<file path="config.mk">
export PLATFORM = sky130hd
export DESIGN_NAME = sel_reservation_station
export DESIGN_NICKNAME = d
export VERILOG_FILES = /design/src/rtl/sel_rs_pkg.sv /design/src/rtl/sel_rs_picker.sv /design/src/rtl/sel_reservation_station.sv
export SDC_FILE = /design/constraint.sdc
export NUM_CORES = 1
export LEC_CHECK = 0
export CAP_MARGIN = 20
export CORE_ASPECT_RATIO = 0.5
export CORE_UTILIZATION = 55
export DETAILED_ROUTE_END_ITERATION = 12
export PLACE_DENSITY = 0.77
export REMOVE_ABC_BUFFERS = 1
export SETUP_SLACK_MARGIN = 0.5
export SYNTH_ARGS = -nofsm -noshare
export SYNTH_HDL_FRONTEND = slang
export SYNTH_SLANG_ARGS = --single-unit
</file>
<file path="constraint.sdc">
create_clock -name clk -period 13.7 [get_ports clk]
set_input_delay 2.74 -clock clk [delete_from_list [all_inputs] [get_ports clk]]
set_output_delay 2.74 -clock clk [all_outputs]
set_load 0.01 [all_outputs]
</file>
<file path="src/rtl/sel_rs_pkg.sv">
// sel_rs_pkg: entry layout and CDB wakeup helper shared by the SEL reservation station.
package sel_rs_pkg;

    localparam int TAGW = 4;

    typedef struct packed {
        logic                 valid;
        logic [7:0]           operand;
        logic [1:0][TAGW-1:0] tag;
        logic [1:0]           rdy;
        logic [1:0][7:0]      val;
        logic [7:0]           wbs;
        logic [7:0]           flags;
        logic [TAGW-1:0]      robid;
    } rs_entry_t;

    function automatic rs_entry_t wake(input rs_entry_t e, input logic cdb_valid,
                                       input logic [TAGW-1:0] cdb_id, input logic [7:0] cdb_val);
        rs_entry_t r;
        r = e;
        for (int s = 0; s < 2; s++) begin
            if (e.valid && cdb_valid && !e.rdy[s] && e.tag[s] == cdb_id) begin
                r.rdy[s] = 1'b1;
                r.val[s] = cdb_val;
            end
        end
        return r;
    endfunction

endpackage

</file>
<file path="src/rtl/sel_rs_picker.sv">
// sel_rs_picker: lowest-index-first priority encoder giving a one-hot grant and its index.
module sel_rs_picker #(
    parameter  int DEPTH = 4,
    localparam int IW    = (DEPTH > 1) ? $clog2(DEPTH) : 1
) (
    input  logic [DEPTH-1:0] req,
    output logic [DEPTH-1:0] grant,
    output logic [IW-1:0]    idx,
    output logic             any
);

    always_comb begin
        grant = '0;
        idx   = '0;
        for (int i = DEPTH - 1; i >= 0; i--) begin
            if (req[i]) begin
                grant    = '0;
                grant[i] = 1'b1;
                idx      = IW'(i);
            end
        end
    end

    assign any = |req;

endmodule

</file>
<file path="src/rtl/sel_reservation_station.sv">
// sel_reservation_station: collapsing-queue RS for the SEL FU, sources woken from the CDB.
// Define SEL_RS_CDB_FWD_EN to let a same-cycle CDB broadcast satisfy issue readiness.
module sel_reservation_station
    import sel_rs_pkg::*;
#(
    parameter  int DEPTH = 4,
    localparam int CW    = $clog2(DEPTH + 1),
    localparam int IW    = $clog2(DEPTH)
) (
    input  logic                 clk,
    input  logic                 rst,
    input  logic                 flush,
    input  logic                 disp_valid,
    output logic                 disp_ready,
    input  logic [7:0]           disp_operand,
    input  logic [1:0][TAGW-1:0] disp_tag,
    input  logic [1:0]           disp_rdy,
    input  logic [1:0][7:0]      disp_val,
    input  logic [7:0]           disp_wbs,
    input  logic [7:0]           disp_flags,
    input  logic [TAGW-1:0]      disp_robid,
    input  logic                 cdb_valid,
    input  logic [TAGW-1:0]      cdb_id,
    input  logic [7:0]           cdb_val,
    input  logic                 fu_busy,
    output logic                 issue_valid,
    output logic [7:0]           issue_operand,
    output logic [1:0][7:0]      issue_depvals,
    output logic [7:0]           issue_wbs,
    output logic [7:0]           issue_flags,
    output logic [TAGW-1:0]      issue_robid,
    output logic [CW-1:0]        count
);

    rs_entry_t        q   [DEPTH];
    rs_entry_t        nq  [DEPTH];
    rs_entry_t        w   [DEPTH+1];
    rs_entry_t        ent;
    logic [1:0]       fwd [DEPTH];
    logic [1:0]       srdy[DEPTH];
    logic [1:0][7:0]  sval[DEPTH];
    logic [CW-1:0]    cnt;
    logic [CW-1:0]    wpos;
    logic [DEPTH-1:0] ready;
    logic [DEPTH-1:0] grant;
    logic [IW-1:0]    idx;
    logic             any_ready;
    logic             issue;
    logic             accept;

    assign disp_ready  = cnt < CW'(DEPTH);
    assign accept      = disp_valid & disp_ready;
    assign issue       = any_ready & ~fu_busy;
    assign issue_valid = issue;
    assign count       = cnt;
    assign wpos        = cnt - CW'(issue);

    // Effective source state seen by issue; forwarding folds in the live CDB.
    always_comb begin
        for (int i = 0; i < DEPTH; i++) begin
            for (int s = 0; s < 2; s++) begin
`ifdef SEL_RS_CDB_FWD_EN
                fwd[i][s] = cdb_valid && !q[i].rdy[s] && q[i].tag[s] == cdb_id;
`else
                fwd[i][s] = 1'b0;
`endif
                srdy[i][s] = q[i].rdy[s] | fwd[i][s];
                sval[i][s] = fwd[i][s] ? cdb_val : q[i].val[s];
            end
            ready[i] = q[i].valid & (&srdy[i]);
        end
    end

    sel_rs_picker #(.DEPTH(DEPTH)) u_picker (
        .req   (ready),
        .grant (grant),
        .idx   (idx),
        .any   (any_ready)
    );

    always_comb begin
        issue_operand = '0;
        issue_depvals = '0;
        issue_wbs     = '0;
        issue_flags   = '0;
        issue_robid   = '0;
        for (int i = 0; i < DEPTH; i++) begin
            if (issue && grant[i]) begin
                issue_operand = q[i].operand;
                issue_depvals = sval[i];
                issue_wbs     = q[i].wbs;
                issue_flags   = q[i].flags;
                issue_robid   = q[i].robid;
            end
        end
    end

    // Immediate form pins source 1 ready; the CDB bypass covers a tag broadcast this cycle.
    assign ent = wake(rs_entry_t'{valid:   1'b1,
                                  operand: disp_operand,
                                  tag:     disp_tag,
                                  rdy:     disp_rdy | {disp_flags[1], 1'b0},
                                  val:     disp_val,
                                  wbs:     disp_wbs,
                                  flags:   disp_flags,
                                  robid:   disp_robid},
                      cdb_valid, cdb_id, cdb_val);

    // Wake every entry first, then collapse over the issued slot and append the dispatch.
    always_comb begin
        w[DEPTH] = '0;
        for (int i = 0; i < DEPTH; i++) w[i] = wake(q[i], cdb_valid, cdb_id, cdb_val);
        for (int i = 0; i < DEPTH; i++) begin
            nq[i] = (issue && IW'(i) >= idx) ? w[i+1] : w[i];
            if (accept && CW'(i) == wpos) nq[i] = ent;
        end
    end

    always_ff @(posedge clk) begin
        if (rst || flush) begin
            for (int i = 0; i < DEPTH; i++) q[i].valid <= 1'b0;
            cnt <= '0;
        end else begin
            q   <= nq;
            cnt <= cnt + CW'(accept) - CW'(issue);
        end
    end

endmodule

</file>
==> out/metrics.cfg, run 1 <==
[floorplan]
core_area_sq_um=22100
dieArea_sq_um=23600
die-width_um=216
io_pins=121
num_rows=38
die_h_um=109
initial_core_util_pct=57.1

[setup_path]
path_delay_family=buffers and inverters
cp.required_ps=10960
path_class=primary input to primary output
crit_slowest_cell=or2_2
cp_cell_sequence=clkdlybuf4s50_1, nand2b_2, buf_4, or2_2, nor2_1, o21ai_0, clkdlybuf4s50_1
cp_num_cells=7
path_common_cell=clkdlybuf4s50_1
startpoint=fu_busy
worst-path-max-fanout=46
cp.arrival_ps=6020
regToRegStartpoint=q[147]$_DFFE_PP_
cp_num_buf_inv=3
start_kind=primary input
r2r_setup_slack_ps=8870
worst-r2r-cell-count=10
endpoint_kind=primary output
cpPeakStageDelay_ps=1000

[synth]
netlist_area_sq_um=12600
synth-warning-count=0
yosysTopAreaCellShare_pct=51.5
avgSynthCellArea_sq_um=10.1
yosysTopAreaCell=edfxtp_1
synth_commonest_cells=edfxtp_1, nand2_1, a21oi_1
async_reset_ff_share_pct=0
synth_most_common_cell=edfxtp_1
synth_edf_count=216
syn_inst=1243
ys_types=70
ys.flop_type=edfxtp_1
synth_area_leaders=edfxtp_1, a21oi_1, nand2_1
synth_seq_area_share_pct=52.6
synth_seq_cells=223

[drt]
drt-total-wl_um=38800
vias=10900
viasPerCell=6.67
remaining_drc_errors=0
drtIter0Drc=1691
ant_nets=0
avgRoutedWirePerCell_um=23.7
drt_pre_antenna_iters=7

[grt]
track_usage_pct=32.5
grt_pass1_wl_um=59100
grt_pass1_vias=10400
grt_overflow_total=0
antenna_found_initial=1
grt_max_degree=78

[pwr]
swShare_pct=24.2
p_sw_mw=0.372
power_frac_seq_pct=50.6
power_frac_comb_pct=9.5
pwr-share-clk_pct=39.9
vdd_ir_drop_max_uv=74.0
p_int_mw=1.16
p_per_area_nw_per_um2=104
power_leakage_nw=4.84

[clocking]
numCtsBuffers=22
clock-root-buffer=clkbuf_16
tritoncts=built
cts_setup_buffers=0
htreeDepth=1
clk_pin_slew_worst_paths_ps=60
numClockSinks=223
postCtsHoldBufs=0
worstSkewPairLatency_ps=540
cts.path.max_buffers=3
cts-resized-gates=0

[timing]
hold_viol=0
min_period_over_period_pct=63.9
finalSetupViolCount=0
fin_crit_ps=8760
worst_slack_ps=4940
drv_slew=0
worstMarginPinSlew_ps=1170
slew-limit-headroom_pct=21.4
clock.fmax_mhz=114
rsz0062_at_grt=no
final.setup.tns_ps=0
finClkSkew_ps=13.9

[final_layout]
synthToLayoutAreaGrowth_pct=16.8
finalNetCount=1397
antenna_cells=0
final_cells=1635
drive_gt1_share_pct=7.72
fill_cells=1769

[run_status]
status=finished, final reports clean

[placed_design]
port_buffers=120
gp_congestion=0.923
dpl.cell_count=1593
dp_slack_ps=4740
dp_hpwl_um=22400

[worst_hold_path]
holdPathStages=2
min_from=q[219]$_SDFFE_PN0P_
hold_path.class=flop to flop

[job]
cap_viol_max_count=0

-- layer usage --
layer	wire [um]	up-vias	track usage, %	share of wire (%)
li1	-	4842	-	-
met1	16400	5265	45.8	42
met2	17200	735	51.3	44
met3	4300	67	6.56	11
met4	827	2	9.21	2.1
met5	13	-	0	0.034
-- path summary, 6_finish.rpt --
check,to
hold / removal,q[219]$_SDFFE_PN0P_
setup reg to reg,q[32]$_DFFE_PP_
setup / recovery,issue_wbs[0]
hold reg to reg,q[219]$_SDFFE_PN0P_
-- layout make-up --
| cell class | count | area (sq um) | area share, % |
|---|---|---|---|
| sequential | 223 | 6630 | 45.0 |
| inverter | 25 | 93.8 | 0.638 |
| clock inverter | 9 | 106 | 0.723 |
| multi-input combinational | 904 | 5540 | 37.6 |
| tap | 300 | 375 | 2.55 |
| clock buffer | 30 | 591 | 4.01 |
| timing repair buffer | 144 | 1390 | 9.44 |
-- stage by stage --
step                      instance area (sq um)  power (mW)  hold WS [ps]  utilization (%)
after floorplan                           12200       0.861           480                -
after global placement                    14000       0.928           513             63.4
after detailed placement                  14000       0.931           532             63.4
after CTS                                 14700        1.53           545             66.6
after global routing                      14700        1.57           575             66.7
final                                     14700        1.54           547             66.7
-- kinds of logic (layout without fill, tap and decap cells) --
| group | count (synthesis) | count (layout) | share of synthesized area [%] |
|---|---|---|---|
| XOR/XNOR | 42 | 42 | 2.92 |
| adder cells (fa/ha/maj) | 5 | 5 | 0.556 |
| multiplexers | 23 | 23 | 1.83 |
| AO/OA/AOI/OAI | 472 | 472 | 24.1 |
| buffers and inverters | 116 | 208 | 4.18 |
| AND/OR/NAND/NOR | 362 | 362 | 13.8 |
| flip-flops | 223 | 223 | 52.6 |
-- layout by cell type (no fill, tap or decap), types with 3 or more instances in the layout --
cell / count
a21oi_1: 127
nand3_1: 14
o31ai_1: 8
or2_2: 3
clkinv_1: 3
and3_2: 6
nor3_1: 26
a22o_1: 72
dfxtp_1: 7
o21ai_0: 122
nand2_1: 171
xor2_1: 15
clkdlybuf4s50_1: 120
o21ai_1: 11
and2_1: 39
mux2i_1: 23
a21boi_0: 17
edfxtp_1: 216
inv_1: 24
xnor2_1: 27
ha_1: 4
o211a_1: 8
o221ai_1: 16
and3_1: 16
a21oi_4: 3
o22ai_1: 36
nor2_1: 53
clkbuf_1: 7
a211oi_1: 9
a31oi_1: 17
o221a_2: 8
buf_4: 23
nor4_1: 3
clkbuf_16: 22
-- registers in the layout, indices dropped and copies added (netlist names) --
name / cells
q: 220
count: 3
-- power groups by stage --
stage / clock, mW / sequential (mW) / combinational [mW]
after global routing: 0.641 / 0.778 / 0.154
final: 0.613 / 0.777 / 0.145
after floorplan: 0 / 0.788 / 0.0725
after CTS: 0.617 / 0.777 / 0.141
after global placement: 0 / 0.791 / 0.137
after detailed placement: 0 / 0.791 / 0.140
-- worst register-to-register path: cells and delay by family, from the launching register on --
family,cells,cell delay [ps]
simple gates,5,2450
buf+inv,2,700
compound gates,2,600
flops,1,540
fa+ha+maj,1,250
No activity file was read; power rests on OpenSTA's default activity.
==> run 2, diff against run 1 <==
--- a/config.mk
+++ b/config.mk
@@ -7,9 +7,9 @@
 export LEC_CHECK = 0
 export CAP_MARGIN = 20
 export CORE_ASPECT_RATIO = 0.5
-export CORE_UTILIZATION = 55
+export CORE_UTILIZATION = 53
 export DETAILED_ROUTE_END_ITERATION = 12
-export PLACE_DENSITY = 0.77
+export PLACE_DENSITY = 0.78
 export REMOVE_ABC_BUFFERS = 1
 export SETUP_SLACK_MARGIN = 0.5
 export SYNTH_ARGS = -nofsm -noshare
==> constraint.sdc (replaced) <==
create_clock -name clk -period 7.6 [get_ports clk]
set_input_delay 1.52 -clock clk [delete_from_list [all_inputs] [get_ports clk]]
set_output_delay 1.52 -clock clk [all_outputs]
set_load 0.01 [all_outputs]
==> out/metrics.cfg, run 2 (synthesis gave the netlist of run 1 again) <==
[job]
cap_viol_max_count=0  ; unchanged

[final_layout]
synthToLayoutAreaGrowth_pct=16.8  ; about the same
final_common_cell=edfxtp_1
largest_register_ffs=220  ; unchanged
top_register=q
drive_gt1_share_pct=7.92  ; +0.21 points
final_cell_mix=edfxtp_1, nand2_1, a21oi_1
fill_cells=1826  ; +3.2%
final_core_utilization_pct=63.7  ; -3.0 points
finalNetCount=1400  ; +0.21%

[pwr]
p_int_mw=2.06  ; +77%
power_frac_comb_pct=9.6  ; about the same
p_sw_mw=0.651  ; +75%
p_per_area_nw_per_um2=184  ; +76%
pwr-share-clk_pct=38.7  ; -1.2 points
swShare_pct=24.1  ; -0.14 points
power_leakage_nw=4.84  ; about the same
power_frac_seq_pct=51.7  ; +1.1 points
vdd_ir_drop_max_uv=167  ; +130%

[setup_path]
cp.required_ps=6080  ; -4880 ps
cpPeakStageDelay_ps=580  ; -420 ps
worst-path-max-fanout=45  ; -2.2%
endpoint_kind=primary output
start_kind=primary input
crit_slowest_cell=clkdlybuf4s50_1
cp.arrival_ps=4270  ; -1750 ps
cp_cell_sequence=clkdlybuf4s50_1, nand2b_2, buf_4, nor4_4, buf_4, nand2_1, o21ai_0, clkdlybuf4s50_1
path_class=primary input to primary output

[clocking]
clk_pin_slew_worst_paths_ps=70  ; about the same
numClockSinks=223  ; unchanged
worstSkewPairLatency_ps=530  ; about the same
postCtsHoldBufs=0  ; unchanged
numCtsBuffers=22  ; unchanged
clock-root-buffer=clkbuf_16
cts.path.max_buffers=3  ; unchanged
htreeDepth=1  ; unchanged
tritoncts=built
cts-resized-gates=0  ; unchanged
cts_setup_buffers=0  ; unchanged

[timing]
final.setup.tns_ps=0  ; unchanged
slew-limit-headroom_pct=20.1  ; -1.3 points
finalSetupViolCount=0  ; unchanged
hold_viol=0  ; unchanged
rsz0062_at_grt=no
drv_slew=0  ; unchanged
min_period_over_period_pct=76.2
fin_crit_ps=5790
finClkSkew_ps=24.7  ; +10.8 ps
worstMarginPinSlew_ps=1190  ; +19.6 ps
clock.fmax_mhz=173

[grt]
grt_max_degree=73  ; -6.4%
grt_pass1_vias=10800  ; +3.5%
track_usage_pct=31.6  ; -0.84 points
grt_pass1_wl_um=60500  ; +2.4%
antenna_found_initial=1  ; unchanged
grt_overflow_total=0  ; unchanged

[floorplan]
dieArea_sq_um=24400  ; +3.7%
core_area_sq_um=23100  ; +4.6%
die-width_um=220  ; +1.9%
initial_core_util_pct=54.6  ; -2.5 points
die_h_um=111  ; +1.8%
io_pins=121  ; unchanged
num_rows=39  ; +2.6%

[drt]
viasPerCell=6.70  ; +0.36%
remaining_drc_errors=4  ; +4
drtIter0Drc=1618  ; -4.3%
ant_nets=0  ; unchanged
avgRoutedWirePerCell_um=23.4  ; -1.4%
drt-total-wl_um=38500  ; -0.74%
vias=11000  ; +1.0%
drt_pre_antenna_iters=10  ; +3

[worst_hold_path]
hold_path.class=flop to flop

[placed_design]
gp_congestion=0.942  ; +2.1%
port_buffers=120  ; unchanged
dp_hpwl_um=23700  ; +5.6%

[run_status]
status=complete, but fails checks
violations=DRC

[run 2: cell types whose count changed in the layout (fill, tap and decap cells not counted), sizes merged]
| cell | change |
|---|---|
| buf | +3 |
| diode | +1 |
| bufinv | -1 |
| clkbuf | -1 |
| clkinv | +2 |
[run 2: final timing paths]
kind / endpoint / slack, ps / depth (start not counted) / from
worst max-delay path: issue_wbs[3] / 1810 / 8 / fu_busy
worst min-delay path: q[70]$_DFFE_PP_ / 560 / 1 / q[15]$_DFFE_PP_
worst max register to register: q[151]$_DFFE_PP_ / 3200 / 10 / q[91]$_DFFE_PP_
worst min register to register: q[70]$_DFFE_PP_ / 560 / 1 / q[15]$_DFFE_PP_
[run 2: critical path, delay by kind of cell]
kind | cells | cell delay (ps)
compound gates | 1 | 120
buf+inv | 4 | 1910
simple gates | 3 | 690
[run 2: layout make-up]
cell class	instances	area, sq um	share of cell area [%]
sequential	223	6630	45.0
tap	307	384	2.61
antenna	1	2.50	0.0170
timing repair buffer	147	1400	9.54
multi-input combinational	904	5540	37.6
inverter	25	93.8	0.638
clock inverter	10	88.8	0.604
clock buffer	29	577	3.92
[run 2: metal layers]
metal / vias to the layer above / part of all wire (%) / track usage [%] / wire length, um
li1: 4852 / - / - / -
met1: 5279 / 40 / 44.7 / 15500
met2: 797 / 46 / 49.7 / 17700
met3: 96 / 11 / 5.19 / 4140
met4: 0 / 2.7 / 10.3 / 1050
met5: - / 0 / 0 / 0
[run 2: metrics by stage]
stage | cell area (sq um) | worst slack, ps | hold WS (ps) | std cells | power [mW]
floorplan | 12200 | 1570 | 480 | 1152 | 1.55
global placement | 14000 | 2000 | 502 | 1604 | 1.67
detailed placement | 14000 | 1900 | 533 | 1605 | 1.68
CTS | 14700 | 1890 | 543 | 1644 | 2.70
global route | 14700 | 1710 | 579 | 1646 | 2.78
finish | 14700 | 1810 | 560 | 1646 | 2.71
[run 2: power groups by stage]
stage | Combinational (mW) | Sequential (mW) | Clock [mW]
after global placement | 0.245 | 1.42 | 0
final | 0.260 | 1.40 | 1.05
after global routing | 0.278 | 1.40 | 1.10
after floorplan | 0.131 | 1.42 | 0
after detailed placement | 0.252 | 1.43 | 0
after CTS | 0.253 | 1.40 | 1.05
